[config.mk]
export PLATFORM = sky130hd
export DESIGN_NAME = uart_rx_cfg
export DESIGN_NICKNAME = d
export VERILOG_FILES = /design/src/rtl/uart_pkg.sv /design/src/rtl/uart_baud_tick.sv /design/src/rtl/uart_rx_cfg.sv
export SDC_FILE = /design/constraint.sdc
export NUM_CORES = 1
export LEC_CHECK = 0
export CAP_MARGIN = 20
export CORE_UTILIZATION = 62
export DETAILED_ROUTE_END_ITERATION = 8
export DONT_BUFFER_PORTS = 1
export GPL_ROUTABILITY_DRIVEN = 0
export PLACE_DENSITY = 0.81
export SLEW_MARGIN = 10
export SYNTH_ARGS = -nofsm -noshare
export SYNTH_HDL_FRONTEND = slang
export SYNTH_HIERARCHICAL = 1
export SYNTH_SLANG_ARGS = --single-unit
[constraint.sdc]
create_clock -name clk_50mhz -period 3.6 [get_ports clk_50mhz]
set_input_delay 0.72 -clock clk_50mhz [delete_from_list [all_inputs] [get_ports clk_50mhz]]
set_output_delay 0.72 -clock clk_50mhz [all_outputs]
set_load 0.01 [all_outputs]
[src/rtl/uart_pkg.sv]
// Shared definitions for the configurable UART receiver: FSM state type,
// default clock/baud constants and the tick divider calculation.
package uart_pkg;

    localparam int DEFAULT_CLK_HZ = 50_000_000;
    localparam int DEFAULT_BAUD   = 115_200;

`ifdef UART_RX_PARITY_EN
    typedef enum logic [2:0] {
        S_IDLE   = 3'd0,
        S_START  = 3'd1,
        S_DATA   = 3'd2,
        S_PARITY = 3'd3,
        S_STOP   = 3'd4,
        S_BREAK  = 3'd5
    } rx_state_t;
`else
    typedef enum logic [2:0] {
        S_IDLE   = 3'd0,
        S_START  = 3'd1,
        S_DATA   = 3'd2,
        S_STOP   = 3'd4,
        S_BREAK  = 3'd5
    } rx_state_t;
`endif

    // Rounded CLK_HZ / (BAUD * OVERSAMPLE); 64-bit to avoid overflow on fast clocks.
    function automatic int calc_div(input longint clk_hz, input longint baud, input longint os);
        longint den;
        den = baud * os;
        return int'((clk_hz + den / 2) / den);
    endfunction

endpackage

[src/rtl/uart_baud_tick.sv]
// Oversample tick divider: one-cycle tick every DIV enabled cycles,
// synchronous restart to count 0.
module uart_baud_tick #(
    parameter int DIV = 27
) (
    input  logic clk,
    input  logic rst,
    input  logic en,
    input  logic restart,
    output logic tick
);

    localparam int CW = (DIV > 1) ? $clog2(DIV) : 1;
    localparam logic [CW-1:0] LAST = CW'(DIV - 1);

    logic [CW-1:0] cnt;

    always_ff @(posedge clk or posedge rst) begin
        if (rst) begin
            cnt <= '0;
        end else if (restart) begin
            cnt <= '0;
        end else if (en) begin
            cnt <= (cnt == LAST) ? '0 : cnt + CW'(1);
        end
    end

    assign tick = en && !restart && (cnt == LAST);

endmodule

[src/rtl/uart_rx_cfg.sv]
// Configurable oversampling UART receiver writing bytes into a FIFO.
// Optional parity checking is enabled with the UART_RX_PARITY_EN macro.
module uart_rx_cfg
    import uart_pkg::*;
#(
    parameter int CLK_HZ     = DEFAULT_CLK_HZ,
    parameter int BAUD       = DEFAULT_BAUD,
    parameter int OVERSAMPLE = 16,
    parameter int DATA_BITS  = 8,
    parameter int STOP_BITS  = 1
) (
    input  logic       clk_50mhz,
    input  logic       rst,
    input  logic       rx,
    output logic       wr_en,
    output logic [7:0] dout,
    input  logic       full,
    output logic       frame_err,
    output logic       overrun,
`ifdef UART_RX_PARITY_EN
    input  logic       parity_odd,
    output logic       parity_err,
`endif
    output rx_state_t  state_dbg
);

    // Write interface: wr_en is a one-cycle strobe and dout is valid while it
    // is high, holding until the next write. There is no backpressure: full
    // only turns the would-be write into a one-cycle overrun pulse.

    localparam int DIV = calc_div(CLK_HZ, BAUD, OVERSAMPLE);
    localparam int TW  = $clog2(OVERSAMPLE + 1);

    localparam logic [TW-1:0] T_END = TW'(OVERSAMPLE);
    localparam logic [TW-1:0] T_S0  = TW'(OVERSAMPLE / 2 - 1);
    localparam logic [TW-1:0] T_MID = TW'(OVERSAMPLE / 2);
    localparam logic [TW-1:0] T_S2  = TW'(OVERSAMPLE / 2 + 1);
    localparam logic [2:0]    LAST_BIT  = 3'(DATA_BITS - 1);
    localparam logic          LAST_STOP = (STOP_BITS == 2);

    rx_state_t     state_q, state_d;
    logic          rx_meta, rx_s, rx_prev;
    logic          tick, start_edge;
    logic [TW-1:0] tick_cnt, tick_next;
    logic          at_s0, at_mid, at_s2, bit_end;
    logic [1:0]    samp;
    logic          maj;
    logic [2:0]    bit_cnt;
    logic          stop_cnt;
    logic [7:0]    shreg, aligned;
    logic          wr_d, fe_d, ov_d;
`ifdef UART_RX_PARITY_EN
    logic          par_bad, pe_d;
`endif

    assign state_dbg  = state_q;
    assign start_edge = (state_q == S_IDLE) && rx_prev && !rx_s;
    assign tick_next  = tick_cnt + TW'(1);
    assign at_s0      = tick && (tick_next == T_S0);
    assign at_mid     = tick && (tick_next == T_MID);
    assign at_s2      = tick && (tick_next == T_S2);
    assign bit_end    = tick && (tick_next == T_END);
    // Majority vote of the two stored samples and the third, live one.
    assign maj        = (samp[0] & samp[1]) | (samp[0] & rx_s) | (samp[1] & rx_s);
    assign aligned    = shreg >> (8 - DATA_BITS);

    uart_baud_tick #(
        .DIV(DIV)
    ) u_baud (
        .clk    (clk_50mhz),
        .rst    (rst),
        .en     (state_q != S_IDLE),
        .restart(start_edge),
        .tick   (tick)
    );

    always_ff @(posedge clk_50mhz or posedge rst) begin
        if (rst) begin
            state_q <= S_IDLE;
        end else begin
            state_q <= state_d;
        end
    end

    always_comb begin
        state_d = state_q;
        wr_d    = 1'b0;
        fe_d    = 1'b0;
        ov_d    = 1'b0;
`ifdef UART_RX_PARITY_EN
        pe_d    = 1'b0;
`endif
        case (state_q)
            S_IDLE: begin
                if (start_edge) state_d = S_START;
            end
            S_START: begin
                if (at_mid && rx_s) state_d = S_IDLE;
                else if (bit_end) state_d = S_DATA;
            end
            S_DATA: begin
                if (bit_end && (bit_cnt == LAST_BIT)) begin
`ifdef UART_RX_PARITY_EN
                    state_d = S_PARITY;
`else
                    state_d = S_STOP;
`endif
                end
            end
`ifdef UART_RX_PARITY_EN
            S_PARITY: begin
                if (bit_end) state_d = S_STOP;
            end
`endif
            S_STOP: begin
                if (at_s2) begin
                    if (!maj) begin
                        fe_d    = 1'b1;
                        state_d = S_BREAK;
`ifdef UART_RX_PARITY_EN
                        pe_d    = par_bad;
`endif
                    end else if (stop_cnt == LAST_STOP) begin
                        state_d = S_IDLE;
`ifdef UART_RX_PARITY_EN
                        if (par_bad) pe_d = 1'b1;
                        else if (full) ov_d = 1'b1;
                        else wr_d = 1'b1;
`else
                        if (full) ov_d = 1'b1;
                        else wr_d = 1'b1;
`endif
                    end
                end
            end
            S_BREAK: begin
                if (tick && rx_s && (tick_next == T_END)) state_d = S_IDLE;
            end
            default: state_d = S_IDLE;
        endcase
    end

    always_ff @(posedge clk_50mhz or posedge rst) begin
        if (rst) begin
            rx_meta    <= 1'b1;
            rx_s       <= 1'b1;
            rx_prev    <= 1'b1;
            tick_cnt   <= '0;
            bit_cnt    <= '0;
            stop_cnt   <= 1'b0;
            samp       <= '0;
            shreg      <= '0;
            wr_en      <= 1'b0;
            dout       <= '0;
            frame_err  <= 1'b0;
            overrun    <= 1'b0;
`ifdef UART_RX_PARITY_EN
            par_bad    <= 1'b0;
            parity_err <= 1'b0;
`endif
        end else begin
            rx_meta <= rx;
            rx_s    <= rx_meta;
            rx_prev <= rx_s;

            // In BREAK the tick counter measures continuous high time only.
            if (start_edge || (state_d == S_BREAK && state_q != S_BREAK)) begin
                tick_cnt <= '0;
            end else if (state_q == S_BREAK && !rx_s) begin
                tick_cnt <= '0;
            end else if (tick) begin
                tick_cnt <= (tick_next == T_END) ? '0 : tick_next;
            end

            if (start_edge) begin
                bit_cnt <= '0;
            end else if (state_q == S_DATA && bit_end) begin
                bit_cnt <= bit_cnt + 3'd1;
            end

            if (start_edge) begin
                stop_cnt <= 1'b0;
            end else if (state_q == S_STOP && bit_end) begin
                stop_cnt <= 1'b1;
            end

            if (at_s0)  samp[0] <= rx_s;
            if (at_mid) samp[1] <= rx_s;

            if (state_q == S_DATA && at_s2) begin
                shreg <= {maj, shreg[7:1]};
            end

`ifdef UART_RX_PARITY_EN
            if (start_edge) begin
                par_bad <= 1'b0;
            end else if (state_q == S_PARITY && at_s2) begin
                par_bad <= maj != (^aligned ^ parity_odd);
            end
            parity_err <= pe_d;
`endif

            wr_en     <= wr_d;
            frame_err <= fe_d;
            overrun   <= ov_d;
            if (wr_d) dout <= aligned;
        end
    end

endmodule
==> summary.txt <==
WORST SETUP PATH
--------------------------------------------------------------------------------
Crit-path slowest cell                                              sky130_fd_sc_hd__nor2_1
Setup crit end kind                                                    flip-flop
Critical path peak fanout                                                     12
Crit path largest cell delay                                              600 ps
Critical path launch point type                                        flip-flop
Data arrival, critical path                                              3140 ps
Data required time at the worst endpoint                                 3840 ps
Critical-path cell list                                             or3_1 -> nor3b_1 -> nand2b_4 -> nor2_1 -> nand2_1 -> nor3_1 -> a21oi_1 -> a211o_1
Worst setup path class                                              flip-flop to flip-flop

LOGIC SYNTHESIS
--------------------------------------------------------------------------------
Synthesized netlist net count                                                192
Number of enable-type register cells in the synthesized netlist                0
Cell variety after synth                                                      48
Synth warn                                                                     6
Number of register bits inferred by synthesis                                 41
Mapped Area                                                             2038 um2
Synth Instances                                                              180
Async SR Flop Fraction                                                    100.0%
Portion of the post-synthesis area used by sequential elements            50.52%
Average cell area after synthesis                                      11.32 um2
Primary FF master, synth                                            sky130_fd_sc_hd__dfrtp_1

TIMING
--------------------------------------------------------------------------------
Final number of max-transition violations                                      0
Max-slew headroom                                                         47.24%
Endpoints failing setup                                                        0
Tmin final                                                               2892 ps
Total negative slack for setup checks                                       0 ps
Pin slew with the least headroom to its limit                           788.5 ps
RSZ-0062 raised after global routing                                          no
Hold violation count in the final report                                       0
Share of the cycle needed by the critical path after routing              80.32%
Maximum frequency from static timing analysis                          345.8 MHz
Largest clock skew in the final design                                  18.06 ps

DIE
--------------------------------------------------------------------------------
Ports                                                                         18
Die outline area                                                        3521 um2
Die X                                                                   59.34 um
Initial standard-cell utilization of the core                             66.22%
Core box area                                                           3078 um2
Die Span Y                                                              59.34 um
Site Rows                                                                     20

LAYOUT
--------------------------------------------------------------------------------
Antenna diode count                                                            0
Finished Core Util                                                        71.26%
Most used cells in the layout excluding fill and tap cells          sky130_fd_sc_hd__dfrtp_1 (38), sky130_fd_sc_hd__mux2_2 (17), sky130_fd_sc_hd__nor2_1 (14)
Net count, final                                                             197
Area added between synthesis and finish                                   7.612%
Leading cell type in the layout, fill and taps excluded             sky130_fd_sc_hd__dfrtp_1
Layout cells sized above 1                                                22.04%

POWER
--------------------------------------------------------------------------------
Net switching power                                                  0.0002479 W
Internal power contribution                                          0.0007078 W
Combinational power share                                                  11.3%
Leak pwr                                                                1.046 nW
Clock share of power                                                       32.9%
Sequential share of power                                                  55.8%
Switching part of the total power                                         25.94%
Worst IR Drop VDD                                                      0.3030 mV
Power Density                                                       435.7 nW/um2

CLOCK NETWORK
--------------------------------------------------------------------------------
H-tree depth reported by CTS                                                   2
PostCTS Resize Cnt                                                             0
Number of buffers between clock root and the deepest sink                      2
# Post-CTS Setup Buffers                                                       0
Clock tree from TritonCTS                                                   done
Clock transition at the registers of the reported paths                   130 ps
CTS Root Buffer Type                                                sky130_fd_sc_hd__clkbuf_4
Clk Latency, worst-skew pair                                              350 ps
Cts hold-fix bufs                                                              0
Clock buffer count from CTS                                                    5
Clock sink total                                                              41

FLOW RUN
--------------------------------------------------------------------------------
Number of max-cap violations                                                   0

ROUTING
--------------------------------------------------------------------------------
Router iterations before antenna repair                                        4
Count of nets left with antenna violations after detail routing                0
Routed vias                                                                 1351
Routed wire length                                                      3.500 mm
Drt wl/cell                                                             15.22 um
Number of DRC markers in iteration 0                                          96
Vias per inst                                                              5.874
Post-detailed-route DRC marker count                                           0

GRT
--------------------------------------------------------------------------------
Largest net degree at the start of global routing                             31
Wire length of the first global-routing pass                            5.761 mm
Overall global routing resource usage                                     23.09%
Overflow after GRT                                                             0
Via count of the first global-routing pass                                  1265
Number of antenna violations at the first check in global routing              0

PLACED DESIGN
--------------------------------------------------------------------------------
Post-detailed-placement half-perimeter wirelength                       2.540 mm
Number of I/O port buffers                                                     0

HOLD PATH
--------------------------------------------------------------------------------
Type of the tightest min-delay check                                input port to asynchronous set/reset pin

OUTCOME
--------------------------------------------------------------------------------
Result of the run                                                   complete, no violations

[critical path, delay by kind of cell (launching register included)]
| family | cells | cell delay (ps) |
|---|---|---|
| flip-flops | 1 | 500 |
| AND/OR/NAND/NOR | 6 | 1870 |
| AO/OA/AOI/OAI | 2 | 410 |
[per-layer routing]
layer	GRT usage, %	up-vias	part of all wire (%)
met5	0	-	0
met4	13.61	0	2.5
met3	8.297	10	6.4
met2	34.19	38	48
met1	29.00	657	43
li1	-	646	-
[registers in the layout, indices dropped and copies added, names as in the netlist]
register / cells
state_dbg: 3
bit_cnt: 3
overrun: 1
wr_en: 1
dout: 8
rx_s: 1
samp: 2
frame_err: 1
rx_meta: 1
rx_prev: 1
stop_cnt: 1
tick_cnt: 5
aligned: 8
u_baud/cnt: 5
[synth_stat cells, drive strengths merged (3+ instances only)]
| library cell | instances | area (um2) |
|---|---|---|
| mux2 | 18 | 202.7 |
| nor2 | 15 | 63.81 |
| dfrtp | 38 | 950.9 |
| nor2b | 4 | 25.02 |
| xnor2 | 3 | 26.28 |
| inv | 10 | 37.54 |
| ha | 8 | 100.1 |
| o21ai | 7 | 35.03 |
| a21oi | 4 | 20.02 |
| nand4 | 3 | 33.78 |
| a211o | 3 | 27.53 |
| or3 | 5 | 31.28 |
| nand3 | 6 | 30.03 |
| a31oi | 3 | 18.77 |
| dfstp | 3 | 78.83 |
| nor3 | 7 | 46.30 |
| buf | 3 | 23.77 |
| mux2i | 3 | 30.03 |
| nand2 | 12 | 45.04 |
[power groups by stage]
stage	combinational, W	sequential (W)	clock (W)
after global placement	0.0000991	0.000539	0
after detailed placement	0.000106	0.000542	0
final	0.000108	0.000533	0.000315
after CTS	0.000106	0.000533	0.000322
after floorplan	0.0000852	0.000530	0
after global routing	0.000122	0.000539	0.000344
[stage by stage]
stage / hold WS (ps) / setup slack [ps] / area [um2] / total power [W] / std cells
after floorplan: 345.2 / 720.7 / 2038 / 0.0006153 / 180
after global placement: 347.1 / 913.1 / 2077 / 0.0006381 / 221
after detailed placement: 346.8 / 771.4 / 2077 / 0.0006474 / 221
after CTS: 116.3 / 755.3 / 2166 / 0.0009610 / 229
after global routing: 102.9 / 420.3 / 2193 / 0.001004 / 230
final: 128.5 / 708.3 / 2193 / 0.0009557 / 230
[final cells by class]
type	count	area, um2
clock buffers	6	51.30
clock inverters	2	37.54
fillers	211	884.6
inverters	10	37.54
multi-input cells	124	939.7
flip-flops and latches	41	1030
well taps	44	55.05
repair buffers	3	42.54
[cell families (layout without fill, tap and decap cells)]
kind of cell | Yosys count | count (layout) | synth area share [%]
xor+xnor | 5 | 5 | 2.149
mux | 21 | 21 | 11.42
fa+ha+maj | 9 | 9 | 5.402
simple gates | 65 | 65 | 18.97
buf+inv | 15 | 21 | 3.377
compound gates | 24 | 24 | 8.166
flops | 41 | 41 | 50.52
[path summary, 6_finish.rpt]
path                         startpoint            end  slack, ps  cells after the start
hold reg to reg                 rx_meta           rx_s        360                      0
max in group asynchronous           rst      frame_err       2850                      3
hold / removal                      rst  u_baud/cnt[1]        130                      1
min in group clk_50mhz               rx        rx_meta        350                      0
setup / recovery           state_dbg[2]   state_dbg[2]        710                      8
setup reg to reg           state_dbg[2]   state_dbg[2]        710                      8
Power figures use the tool's default switching activity.
